<file path="config.mk">
export PLATFORM = sky130hd
export DESIGN_NAME = vga_ctrl_sequencer
export DESIGN_NICKNAME = d
export VERILOG_FILES = /design/src/rtl/vga_ctrl_sequencer.sv
export SDC_FILE = /design/constraint.sdc
export NUM_CORES = 1
export LEC_CHECK = 0
export CORE_MARGIN = 1
export CORE_UTILIZATION = 55
export CTS_CLUSTER_DIAMETER = 120
export DETAILED_ROUTE_END_ITERATION = 8
export PLACE_DENSITY = 0.73
export SETUP_SLACK_MARGIN = 0.4
export SLEW_MARGIN = 20
export SYNTH_ARGS = -nofsm -noshare
export SYNTH_HDL_FRONTEND = slang
export SYNTH_SLANG_ARGS = --single-unit
</file>
<file path="constraint.sdc">
create_clock -name sysclk -period 2.3 [get_ports sysclk]
set_input_delay 0.23 -clock sysclk [delete_from_list [all_inputs] [get_ports sysclk]]
set_output_delay 0.23 -clock sysclk [all_outputs]
set_load 0.05 [all_outputs]
</file>
<file path="src/rtl/vga_ctrl_sequencer.sv">
// Control plane ahead of the VGA datapath: debounces buttons/switches, edits pending
// mode/box/colour registers and commits them to the outputs only at a frame boundary.
module vga_ctrl_sequencer #(
    parameter int DEB_CYCLES = 500000,
    parameter int STEP       = 8,
    parameter int H_ACTIVE   = 640,
    parameter int V_ACTIVE   = 480,
    parameter int BOX        = 32
) (
    input  logic       sysclk,
    input  logic       reset,
    input  logic       func_switch,
    input  logic       East,
    input  logic       West,
    input  logic       North,
    input  logic       South,
    input  logic       SW0,
    input  logic       SW1,
    input  logic       SW2,
    input  logic       SW3,
    input  logic       frame_start,
    output logic [1:0] mode,
    output logic [9:0] box_x,
    output logic [9:0] box_y,
    output logic [2:0] colour,
    output logic       cfg_valid,
    output logic       o_dbg_dirty
);

    localparam int             NIN      = 9;
    localparam int             CW       = $clog2(DEB_CYCLES + 1);
    localparam logic [CW-1:0]  CNT_LAST = CW'(DEB_CYCLES - 1);
    localparam logic [10:0]    STEP_W   = 11'(STEP);
    localparam logic [10:0]    X_MAX    = 11'(H_ACTIVE - BOX);
    localparam logic [10:0]    Y_MAX    = 11'(V_ACTIVE - BOX);
    localparam logic [9:0]     X_RST    = 10'((H_ACTIVE - BOX) / 2);
    localparam logic [9:0]     Y_RST    = 10'((V_ACTIVE - BOX) / 2);

    typedef enum logic {CLEAN = 1'b0, DIRTY = 1'b1} state_t;

    // Bit map: 0 func, 1 East, 2 West, 3 North, 4 South, 5 SW0, 6 SW1, 7 SW2, 8 SW3.
    logic [NIN-1:0] w_raw;
    logic [NIN-1:0] r_sync1;
    logic [NIN-1:0] r_sync2;
    logic [NIN-1:0] r_deb;
    logic [CW-1:0]  r_cnt [NIN];
    logic [NIN-1:0] w_flip;
    logic [4:0]     r_press;
    logic           r_sw_evt;

    state_t         r_state;
    logic [1:0]     r_pend_mode;
    logic [9:0]     r_pend_x;
    logic [9:0]     r_pend_y;
    logic [2:0]     r_pend_col;

    logic [1:0]     w_mode_n;
    logic [9:0]     w_x_n;
    logic [9:0]     w_y_n;
    logic [2:0]     w_col_n;
    logic           w_box_en;
    logic           w_change;
    logic           w_commit;
    logic [10:0]    w_x_inc;
    logic [10:0]    w_x_dec;
    logic [10:0]    w_y_inc;
    logic [10:0]    w_y_dec;

    assign w_raw = {SW3, SW2, SW1, SW0, South, North, West, East, func_switch};

    always_comb begin
        w_flip = '0;
        for (int k = 0; k < NIN; k++) begin
            w_flip[k] = (r_sync2[k] != r_deb[k]) && (r_cnt[k] == CNT_LAST);
        end
    end

    always_ff @(posedge sysclk) begin
        if (reset) begin
            r_sync1  <= '0;
            r_sync2  <= '0;
            r_deb    <= '0;
            r_press  <= '0;
            r_sw_evt <= 1'b0;
            for (int k = 0; k < NIN; k++) begin
                r_cnt[k] <= '0;
            end
        end else begin
            r_sync1  <= w_raw;
            r_sync2  <= r_sync1;
            r_press  <= w_flip[4:0] & r_sync2[4:0];
            r_sw_evt <= |w_flip[7:5];
            for (int k = 0; k < NIN; k++) begin
                if (r_sync2[k] == r_deb[k]) begin
                    r_cnt[k] <= '0;
                end else if (w_flip[k]) begin
                    r_deb[k] <= r_sync2[k];
                    r_cnt[k] <= '0;
                end else begin
                    r_cnt[k] <= r_cnt[k] + CW'(1);
                end
            end
        end
    end

    assign w_x_inc = {1'b0, r_pend_x} + STEP_W;
    assign w_x_dec = {1'b0, r_pend_x} - STEP_W;
    assign w_y_inc = {1'b0, r_pend_y} + STEP_W;
    assign w_y_dec = {1'b0, r_pend_y} - STEP_W;
    assign w_box_en = (r_pend_mode == 2'd1);

    // Opposing presses in the same cycle cancel; moves clamp to the visible area.
    always_comb begin
        w_mode_n = r_pend_mode + {1'b0, r_press[0]};
        w_x_n    = r_pend_x;
        w_y_n    = r_pend_y;
        w_col_n  = r_sw_evt ? r_deb[7:5] : r_pend_col;
        if (w_box_en && r_press[1] && !r_press[2]) begin
            w_x_n = (w_x_inc > X_MAX) ? 10'(X_MAX) : w_x_inc[9:0];
        end else if (w_box_en && r_press[2] && !r_press[1]) begin
            w_x_n = ({1'b0, r_pend_x} >= STEP_W) ? w_x_dec[9:0] : 10'd0;
        end
        if (w_box_en && r_press[4] && !r_press[3]) begin
            w_y_n = (w_y_inc > Y_MAX) ? 10'(Y_MAX) : w_y_inc[9:0];
        end else if (w_box_en && r_press[3] && !r_press[4]) begin
            w_y_n = ({1'b0, r_pend_y} >= STEP_W) ? w_y_dec[9:0] : 10'd0;
        end
        w_change = (w_mode_n != r_pend_mode) || (w_x_n != r_pend_x) ||
                   (w_y_n != r_pend_y) || (w_col_n != r_pend_col);
    end

    assign w_commit    = (r_state == DIRTY) && frame_start && !r_deb[8];
    assign o_dbg_dirty = (r_state == DIRTY);

    // A commit copies the pre-update pending values; a change in the same cycle re-dirties.
    always_ff @(posedge sysclk) begin
        if (reset) begin
            r_state     <= CLEAN;
            r_pend_mode <= 2'd0;
            r_pend_x    <= X_RST;
            r_pend_y    <= Y_RST;
            r_pend_col  <= 3'b111;
            mode        <= 2'd0;
            box_x       <= X_RST;
            box_y       <= Y_RST;
            colour      <= 3'b111;
            cfg_valid   <= 1'b0;
        end else begin
            r_pend_mode <= w_mode_n;
            r_pend_x    <= w_x_n;
            r_pend_y    <= w_y_n;
            r_pend_col  <= w_col_n;
            cfg_valid   <= w_commit;
            if (w_commit) begin
                mode   <= r_pend_mode;
                box_x  <= r_pend_x;
                box_y  <= r_pend_y;
                colour <= r_pend_col;
            end
            case (r_state)
                CLEAN:   if (w_change) r_state <= DIRTY;
                DIRTY:   if (w_commit && !w_change) r_state <= CLEAN;
                default: r_state <= CLEAN;
            endcase
        end
    end

endmodule

</file>
==> results_dict.tcl <==
set metrics [dict create \
    initial_core_util_pct 56.8 \
    synth_cell_types 74 \
    core_region_area_mm2 0.0229 \
    cp-end-kind "flip-flop" \
    root_buffer "clkbuf_16" \
    cts_buffers 29 \
    drive_gt1_share_pct 21.0 \
    wl_per_cell_um 14.2 \
    grt_start_max_net_pins 28 \
    dp_hpwl_mm 17.5 \
    synthMuxAreaShare_pct 1.27 \
    routed_via_density 5.30 \
    async_flop_share_pct 0 \
    synthCells 1317 \
    grt_use_total_pct 21.6 \
    slew_viol_final 0 \
    port_buffers 38 \
    cp_data_required_time_ns 2.71 \
    wirelength_mm 28.0 \
    synth_compound_area_share_pct 6.87 \
    rows 55 \
    synth-edff-count 171 \
    synth_area_mm2 0.0130 \
    power.density_mw_per_mm2 611 \
    via_count 10400 \
    p_int_mw 8.23 \
    avgSynthCellArea_um2 9.88 \
    cts_max_level 1 \
    clkLatencyLatePin_ns 0.54 \
    area_delta_synth_final_pct 32.2 \
    finalSetupTns_ns 0 \
    drtIter0Drc 481 \
    p_comb_share_pct 4.0 \
    start_kind "flip-flop" \
    drc 0 \
    ios 39 \
    seqPwrFrac_pct 49.4 \
    layout_common_cells "nor2_1 (185), edfxtp_1 (171), conb_1 (171)" \
    p_switching_mw 2.28 \
    placed_cells 1834 \
    rsz0062_at_grt "true" \
    hold_class "input port to flip-flop" \
    fp.dieH_um 156 \
    p_clk_share_pct 46.6 \
    fin_util_pct 75.0 \
    instances_no_fill 1971 \
    gr-total-overflow 0 \
    tightest_slew_ns 1.24 \
    synth_adder_area_share_pct 1.54 \
    die_w_um 156 \
    max_cap_viol_count 0 \
    setup_viol 0 \
    whs_ns 0.117 \
    finalHoldViolations 0 \
    grt_pass1_wl_mm 43.3 \
    synthSimpleGateAreaFrac_pct 24.6 \
    p_leak_nw 6.33 \
    ys_seq_elements 256 \
    status "complete, no violations" \
    cts_sinks 256 \
    synth_xor_area_share_pct 10.5 \
    synth_flop_cell "edfxtp_1" \
    clockBufferDepth 3 \
    first_global_vias 9397 \
    antennaDiodeCount 0 \
    final_nets 1665 \
    fin_crit_sh_pct 95.1 \
    cts_tree "done" \
    power.total_mw 10.5 \
    ys.warnings.count 0 \
    cts.clk_slew.worst_paths_ns 0.06 \
    drtAntennaViolNets 0 \
    first_pass_iters 5 \
    path_class "flip-flop to flip-flop" \
    slew_headroom_pct 16.8 \
    timing.fmax_mhz 457 \
    vdd_drop_max_uv 564 \
    ys_seq_area_share_pct 52.5 \
    layout_commonest_cell "nor2_1" \
    netSwitchingFraction_pct 21.7 \
    place_congestion 0.900 \
    dieArea_mm2 0.0243 \
    crit_fanout 6 \
    synth_top_family_by_area "simple AND/OR/NAND/NOR gates" \
    arrival_ns 2.59 \
    min_period_ns 2.19 \
    skew_ns 0.00897 \
    antenna_found_initial 0 \
]
## final cells by class
cell class | count | area, um2
Clock buffer | 34 | 818
Clock inverter | 18 | 214
Fill cell | 1621 | 5720
Inverter | 28 | 105
Multi-Input combinational cell | 1159 | 7390
Sequential cell | 256 | 6860
Tap cell | 313 | 392
Timing Repair Buffer | 163 | 1410
## synth_stat cells, drive strengths merged (5+ instances only)
master,count,area share [%]
ha,16,1.5
nor3,13,0.50
a211oi,9,0.52
o21ai,29,1.1
inv,28,0.81
xor2,99,6.7
edfxtp,171,39
nand3,70,2.7
a31oi,5,0.29
nor4,16,0.82
dfxtp,85,13
nand4,39,1.9
and2,8,0.38
nor4bb,6,0.46
nor2,227,6.5
and3,39,1.9
nand2,147,4.2
a21oi,48,1.9
mux2i,15,1.2
buf,19,0.86
clkbuf,33,0.95
nor2b,23,1.1
xnor2,57,3.8
nor4b,13,0.92
or3,29,1.4
o211ai,9,0.52
## sequential cells by signal, summed over array words and instances, names as in the netlist
| register | flops |
|---|---|
| r_cnt | 171 |
| box_x | 10 |
| box_y | 10 |
| r_pend_x | 10 |
| r_pend_y | 10 |
| r_deb | 9 |
| r_sync1 | 9 |
| r_sync2 | 9 |
| r_press | 5 |
| colour | 3 |
| r_pend_col | 3 |
| mode | 2 |
| r_pend_mode | 2 |
| cfg_valid | 1 |
| o_dbg_dirty | 1 |
| r_sw_evt | 1 |
## power groups by stage
stage	clock network, mW	logic (mW)	registers (mW)
3_5_place_dp	0	0.302	5.29
3_3_place_gp	0	0.298	5.28
2_1_floorplan	0	0.242	5.25
4_1_cts	5.00	0.349	5.18
5_1_grt	5.16	0.473	5.20
6_report	4.90	0.422	5.18
## final timing paths
check                end  slack [ns]   startpoint  depth (start not counted)
max          o_dbg_dirty        0.11  r_pend_y[3]                          9
min             r_deb[7]        0.12        reset                          2
min reg2reg   r_sync2[1]        0.44   r_sync1[1]                          1
max reg2reg  o_dbg_dirty        0.11  r_pend_y[3]                          9
## metal layers
metal	global-route usage, %	vias to the layer above	routed length [um]
li1	-	5152	-
met1	28.6	5018	12500
met2	37.3	223	13800
met3	2.86	52	1160
met4	5.88	0	555
met5	0	-	0
## worst max-delay path: stages, from the launching register on
cell and delay (ns):
dfxtp_4 0.39, inv_2 0.07, ha_4 0.25, inv_2 0.06
nand4_1 0.10, a32o_2 0.31, a21oi_4 0.14, mux2_4 0.32
nor4_2 0.26, a41oi_1 0.15
## metrics by stage
step | area (um2) | setup slack [ns]
4_1_cts | 16300 | 0.138
5_1_grt | 17200 | 0.0538
3_3_place_gp | 14600 | -0.117
2_1_floorplan | 13800 | 0.172
3_5_place_dp | 14600 | -0.118
6_report | 17200 | 0.114
## logic make-up (layout without fill, tap and decap cells)
| kind of cell | after synthesis | count (layout) |
|---|---|---|
| xor+xnor | 156 | 156 |
| fa+ha+maj | 16 | 16 |
| compound gates | 134 | 134 |
| other cells | 1 | 171 |
| flops | 256 | 256 |
| mux | 16 | 16 |
| simple gates | 658 | 666 |
| buf+inv | 80 | 243 |
## what timing repair did
item | in CTS | in global routing
cloned | 7 | 4
endpoints found under the setup margin | 146 | 181
hold buffers | 0 | 0
pin swaps | 42 | 61
gates resized for setup | 115 | 126
setup buffers | 19 | 55
No activity file was read; power rests on OpenSTA's default activity.
